`src/rtl/add_sub_serial_ctrl_pkg.sv`:
```
// Shared types for the bit-serial add/sub sequencer: FSM state and opcodes.
package add_sub_seq_pkg;

    typedef enum logic [1:0] {
        IDLE = 2'd0,
        RUN  = 2'd1,
        DONE = 2'd2
    } state_t;

    localparam logic OP_ADD = 1'b0;
    localparam logic OP_SUB = 1'b1;

endpackage

```
`src/rtl/add_sub_serial_ctrl_if.sv`:
```
// Request/response bundle between a master and the serial add/sub sequencer.
// ovf_out exists only when ADDSUB_SEQ_OVF_EN is defined.
interface add_sub_serial_ctrl_if #(
    parameter int WIDTH = 8
);
    logic             start_in;
    logic             opcode_in;
    logic [WIDTH-1:0] a_in;
    logic [WIDTH-1:0] b_in;
    logic             busy_out;
    logic             done_out;
    logic [WIDTH-1:0] result_out;
    logic             flag_out;
`ifdef ADDSUB_SEQ_OVF_EN
    logic             ovf_out;
`endif

    modport master (
        output start_in, opcode_in, a_in, b_in,
        input  busy_out, done_out, result_out, flag_out
`ifdef ADDSUB_SEQ_OVF_EN
        , input ovf_out
`endif
    );

    modport slave (
        input  start_in, opcode_in, a_in, b_in,
        output busy_out, done_out, result_out, flag_out
`ifdef ADDSUB_SEQ_OVF_EN
        , output ovf_out
`endif
    );
endinterface

```
`src/rtl/add_sub_serial_ctrl_full_stage.sv`:
```
// 1-bit add/sub cell and the full add/sub stage built from two of them.
// Cell: add -> carry = x & y; subtract -> borrow = ~x & y; sum/diff = x ^ y.

module add_sub_cell (
    input  logic op,
    input  logic x,
    input  logic y,
    output logic s,
    output logic f
);
    assign s = x ^ y;
    assign f = (x ^ op) & y;
endmodule

module add_sub_full_stage (
    input  logic op,
    input  logic a,
    input  logic b,
    input  logic cin,
    output logic s,
    output logic cout
);
    logic s1, f1, f2;

    add_sub_cell u_cell0 (.op(op), .x(a),  .y(b),   .s(s1), .f(f1));
    add_sub_cell u_cell1 (.op(op), .x(s1), .y(cin), .s(s),  .f(f2));

    // The two partial carries/borrows can never both be set.
    assign cout = f1 | f2;
endmodule

```
`src/rtl/add_sub_serial_ctrl.sv`:
```
// Bit-serial add/subtract sequencer: one bit per clock, LSB first.
// Optional signed-overflow output enabled by ADDSUB_SEQ_OVF_EN.
module add_sub_serial_ctrl
    import add_sub_seq_pkg::*;
#(
    parameter int WIDTH = 8
) (
    input  logic                  clk_in,
    input  logic                  rst_in,
    add_sub_serial_ctrl_if.slave  bus
);
    localparam int CNT_W = $clog2(WIDTH + 1);

    state_t           state_q, state_d;
    logic [WIDTH-1:0] a_sr, b_sr, res_sr, res_next, result_q;
    logic [CNT_W-1:0] cnt_q;
    logic             op_q, carry_q, flag_q, done_q, busy_q;
    logic             stage_s, stage_c, last_bit;

    assign last_bit = (cnt_q == CNT_W'(WIDTH - 1));
    // New bit enters at the MSB; after WIDTH shifts bit 0 sits at the LSB.
    assign res_next = (res_sr >> 1) | {stage_s, {(WIDTH-1){1'b0}}};

    add_sub_full_stage u_stage (
        .op  (op_q),
        .a   (a_sr[0]),
        .b   (b_sr[0]),
        .cin (carry_q),
        .s   (stage_s),
        .cout(stage_c)
    );

    // Next-state logic
    always_comb begin
        state_d = state_q;
        case (state_q)
            IDLE:    if (bus.start_in) state_d = RUN;
            RUN:     if (last_bit)     state_d = DONE;
            DONE:    state_d = IDLE;
            default: state_d = IDLE;
        endcase
    end

    // State register
    always_ff @(posedge clk_in) begin
        if (rst_in) state_q <= IDLE;
        else        state_q <= state_d;
    end

`ifdef ADDSUB_SEQ_OVF_EN
    logic ovf_q;

    // carry_q holds the carry into the MSB while the last bit is processed
    always_ff @(posedge clk_in) begin
        if (rst_in)                         ovf_q <= 1'b0;
        else if (state_q == RUN && last_bit) ovf_q <= carry_q ^ stage_c;
    end

    assign bus.ovf_out = ovf_q;
`else
    // No overflow tracking in this build.
`endif

    // Datapath and registered outputs; results land on the edge entering DONE
    // so done_out and the result are visible in the same cycle.
    always_ff @(posedge clk_in) begin
        if (rst_in) begin
            a_sr     <= '0;
            b_sr     <= '0;
            res_sr   <= '0;
            result_q <= '0;
            cnt_q    <= '0;
            op_q     <= 1'b0;
            carry_q  <= 1'b0;
            flag_q   <= 1'b0;
            done_q   <= 1'b0;
            busy_q   <= 1'b0;
        end else begin
            busy_q <= (state_d != IDLE);
            done_q <= (state_q == RUN) && last_bit;
            case (state_q)
                IDLE: if (bus.start_in) begin
                    a_sr    <= bus.a_in;
                    b_sr    <= bus.b_in;
                    op_q    <= bus.opcode_in;
                    res_sr  <= '0;
                    carry_q <= 1'b0;
                    cnt_q   <= '0;
                end
                RUN: begin
                    a_sr    <= a_sr >> 1;
                    b_sr    <= b_sr >> 1;
                    res_sr  <= res_next;
                    carry_q <= stage_c;
                    cnt_q   <= cnt_q + 1'b1;
                    if (last_bit) begin
                        result_q <= res_next;
                        flag_q   <= stage_c;
                    end
                end
                default: ;
            endcase
        end
    end

    assign bus.busy_out   = busy_q;
    assign bus.done_out   = done_q;
    assign bus.result_out = result_q;
    assign bus.flag_out   = flag_q;

endmodule

```
`src/flat_wrapper.sv`:
```
// flat-port wrapper written by rule: the top's interface ports become plain ports
module add_sub_serial_ctrl_flat import add_sub_seq_pkg::*;
#(
    parameter int WIDTH = 8
)
  (clk_in, rst_in, bus_start_in, bus_opcode_in, bus_a_in, bus_b_in, bus_busy_out, bus_done_out, bus_result_out, bus_flag_out);
  add_sub_serial_ctrl_if #(.WIDTH(WIDTH)) bus_i ();
  input  logic clk_in;
  input  logic rst_in;
  input wire logic [$bits(bus_i.start_in)-1:0] bus_start_in;
  input wire logic [$bits(bus_i.opcode_in)-1:0] bus_opcode_in;
  input wire logic [$bits(bus_i.a_in)-1:0] bus_a_in;
  input wire logic [$bits(bus_i.b_in)-1:0] bus_b_in;
  output wire logic [$bits(bus_i.busy_out)-1:0] bus_busy_out;
  output wire logic [$bits(bus_i.done_out)-1:0] bus_done_out;
  output wire logic [$bits(bus_i.result_out)-1:0] bus_result_out;
  output wire logic [$bits(bus_i.flag_out)-1:0] bus_flag_out;
  assign bus_i.start_in = bus_start_in;
  assign bus_i.opcode_in = bus_opcode_in;
  assign bus_i.a_in = bus_a_in;
  assign bus_i.b_in = bus_b_in;
  assign bus_busy_out = bus_i.busy_out;
  assign bus_done_out = bus_i.done_out;
  assign bus_result_out = bus_i.result_out;
  assign bus_flag_out = bus_i.flag_out;
  add_sub_serial_ctrl #(.WIDTH(WIDTH)) u_core (.clk_in(clk_in), .rst_in(rst_in), .bus(bus_i));
endmodule
```
`config.mk`:
```
export PLATFORM = sky130hd
export DESIGN_NAME = add_sub_serial_ctrl_flat
export DESIGN_NICKNAME = d
export VERILOG_FILES = /design/src/rtl/add_sub_serial_ctrl_pkg.sv /design/src/rtl/add_sub_serial_ctrl_if.sv /design/src/rtl/add_sub_serial_ctrl_full_stage.sv /design/src/rtl/add_sub_serial_ctrl.sv /design/src/flat_wrapper.sv
export SDC_FILE = /design/constraint.sdc
export NUM_CORES = 1
export LEC_CHECK = 0
export CAP_MARGIN = 40
export CORE_MARGIN = 3
export CORE_UTILIZATION = 30
export DETAILED_ROUTE_END_ITERATION = 12
export GPL_ROUTABILITY_DRIVEN = 0
export PLACE_DENSITY = 0.53
export SLEW_MARGIN = 20
export SYNTH_ARGS = -nofsm -noshare
export SYNTH_HDL_FRONTEND = slang
export SYNTH_HIERARCHICAL = 1
export SYNTH_SLANG_ARGS = --single-unit
```
`constraint.sdc`:
```
create_clock -name clk_in -period 1.75 [get_ports clk_in]
set_input_delay 0.4375 -clock clk_in [delete_from_list [all_inputs] [get_ports clk_in]]
set_output_delay 0.4375 -clock clk_in [all_outputs]
set_load 0.02 [all_outputs]
```
==> results.yml <==
floorplan:
  ios: 31
  fp.dieW_um: 83.09
  core.rowCount: 27
  initial_utilization_pct: 31.60
  design.die.area_sq_um: 6904
  core_sq_um: 5642
  fp.dieH_um: 83.09
route:
  drtIter0Drc: 95
  firstDrtPassIters: 4
  via_count: 1417
  drc_errors: 0
  wire_per_inst_um: 12.06
  drt-total-wl_mm: 3.593
  ant_nets: 0
  vias_per_cell: 4.755
synthesis:
  seq_area_frac_synth_pct: 47.16
  netlist.area_leader.share_pct: 47.16
  ys_warn_count: 6
  ys_seq_elements: 42
  synth.distinct_cells: 31
  syn_area_per_cell_sq_um: 9.286
  netlist_area_sq_um: 1783
  synthesis.nets: 213
  syn_inst: 192
  yosysTopAreaCell: "dfxtp_1"
  ys_top_cells_by_area: "dfxtp_1 (47%), nor2_1 (7.8%), nand2b_1 (7.0%)"
clock_tree:
  cts_setup_buffers: 0
  clock_path_buffers: 2
  htree_levels: 2
  ctsResizeCount: 0
  cts_tree: "done"
  cts_num_sinks: 42
  numCtsBuffers: 5
  clk-insertion-delay-late_ps: 290
  root_buffer: "clkbuf_8"
  ctsHoldBuffers: 0
  cts.clk_slew.worst_paths_ps: 90
grt:
  use_met2_pct: 16.40
  grt_start_max_net_pins: 51
  overflow: 0
  grt_busiest_layer: "met2"
  antenna_found_initial: 0
  grt_pass1_wl_mm: 6.216
  grt_usage_pct: 10.79
  use_met3_pct: 3.075
  grt.met1_usage_pct: 15.02
  grt_pass1_vias: 1300
setup_path:
  cp-end-kind: "output port"
  critical_path.top_delay_family: "buffers and inverters"
  crit_buf_inv: 1
  cp.required_ps: 1310
  cp.arrival_ps: 1230
  cp_max_fo: 2
  cp_slowest_cell: "clkdlybuf4s50_1"
  max_stage_delay_ps: 600
  worstRegToRegCells: 6
  crit_type: "flip-flop to output port"
  critPathLaunchType: "flip-flop"
  crit_chain: "clkdlybuf4s50_1"
  worst-path-stages: 1
finish:
  post-route-util_pct: 40.85
  fin_cells: 298
  drive_gt1_share_pct: 10.18
  layout_commonest_cell: "dfxtp_1"
  final_cell_mix: "dfxtp_1 (42), nor2_1 (37), clkdlybuf4s50_1 (30)"
  area_delta_synth_final_pct: 29.26
  diodes: 0
  final_nets: 246
  nFillCells: 566
sta:
  rsz0062_at_grt: "no"
  setup_tns_ps: 0
  max_slew_margin_pct: 71.43
  setup_slack_ps: 81.49
  setup_viol: 0
  final.min_clock_period_ps: 1669
  clock_skew_ps: 12.68
  max_slew.worst_pin.slew_ps: 428.1
  slew_viol_final: 0
  final_hold_viol_count: 0
  timing.fmax_mhz: 599.3
  period_share_pct: 95.34
placement:
  dp.cells: 290
  numPortBuffers: 30
  dp_hpwl_mm: 2.469
  place_ws_ps: 36.25
worst_hold_path:
  hold_path_depth: 2
  min_path_type: "flip-flop to flip-flop"
run:
  cap_violations: 0
status:
  status: "finished, final reports clean"
pwr:
  powerDensity_nw_per_um2: 817.1
  vdd_ir_drop_max_mv: 0.4025
  p_leak_uw: 0.0008400
==> worst min-delay path, cell delays in order, from the launching register on <==
cell and delay (ps):
dfxtp_1 310, nand2b_1 60, mux2i_1 50
==> state kept, by name, indices dropped and copies added (netlist names), 2 cells and up <==
signal / cells
u_core/bus.result_out: 8
u_core/state_q: 2
u_core/a_sr: 8
u_core/res_sr: 7
u_core/cnt_q: 4
u_core/b_sr: 8
==> power by group <==
part | switching, uW | internal [uW] | total (uW)
registers | 28.7 | 997 | 1030
logic | 113 | 135 | 248
clock network | 329 | 280 | 610
total | 471 | 1410 | 1880
==> cells in the mapped netlist <==
cell,instances
a211oi_1,15
a21oi_1,2
a22oi_1,11
a31oi_1,1
and2_1,2
buf_2,6
buf_4,2
buf_6,1
clkbuf_1,6
dfxtp_1,42
ha_1,1
inv_1,1
inv_2,1
mux2i_1,10
nand2_1,3
nand2b_1,20
nand3_1,2
nor2_1,37
nor2b_1,1
nor3_1,2
nor3b_2,1
nor4_1,2
o211a_1,1
o21ba_2,1
o21bai_2,1
o22ai_1,4
o2bb2ai_1,9
o31a_1,1
or2_1,1
or4_1,1
xor2_1,4
==> routing by layer <==
layer,vias up,wire (um)
met4,0,18
met3,2,181
met2,32,1600
met5,-,0
met1,643,1793
li1,740,-
==> stage by stage <==
step | total power (uW) | hold WS, ps | cell area [sq um]
after global routing | 1992 | 504.6 | 2305
after detailed placement | 1299 | 464.9 | 2215
final | 1883 | 473.1 | 2305
after floorplan | 1192 | 451.6 | 1783
after global placement | 1297 | 459.0 | 2215
after CTS | 1908 | 478.8 | 2305
==> worst paths after layout <==
check | to | from | slack, ps
setup / recovery | bus_flag_out | u_core/bus.flag_out | 80
hold / removal | u_core/bus.result_out[1] | u_core/bus.result_out[1] | 470
setup reg to reg | u_core/carry_q | u_core/a_sr[0] | 300
hold reg to reg | u_core/bus.result_out[1] | u_core/bus.result_out[1] | 470
==> cell type report <==
class	instances	area (sq um)	area share (%)
inverter	2	7.507	0.3257
timing repair buffer	41	420.4	18.24
clock buffer	5	68.82	2.986
tap	72	90.09	3.909
sequential	42	840.8	36.48
multi-input combinational	133	855.8	37.13
clock inverter	3	21.27	0.9229
==> cell families after synthesis <==
family                     Yosys count  share of synthesized area (%)
adders and majority gates            1                         0.7016
buffers and inverters               17                          4.841
muxes                               10                          5.614
AOI/OAI and AO/OA                   46                          19.93
and+or+nand+nor                     72                          19.79
xor gates and xnor gates             4                          1.965
DFF                                 42                          47.16
Note: power is estimated with default switching activity, not from simulation.
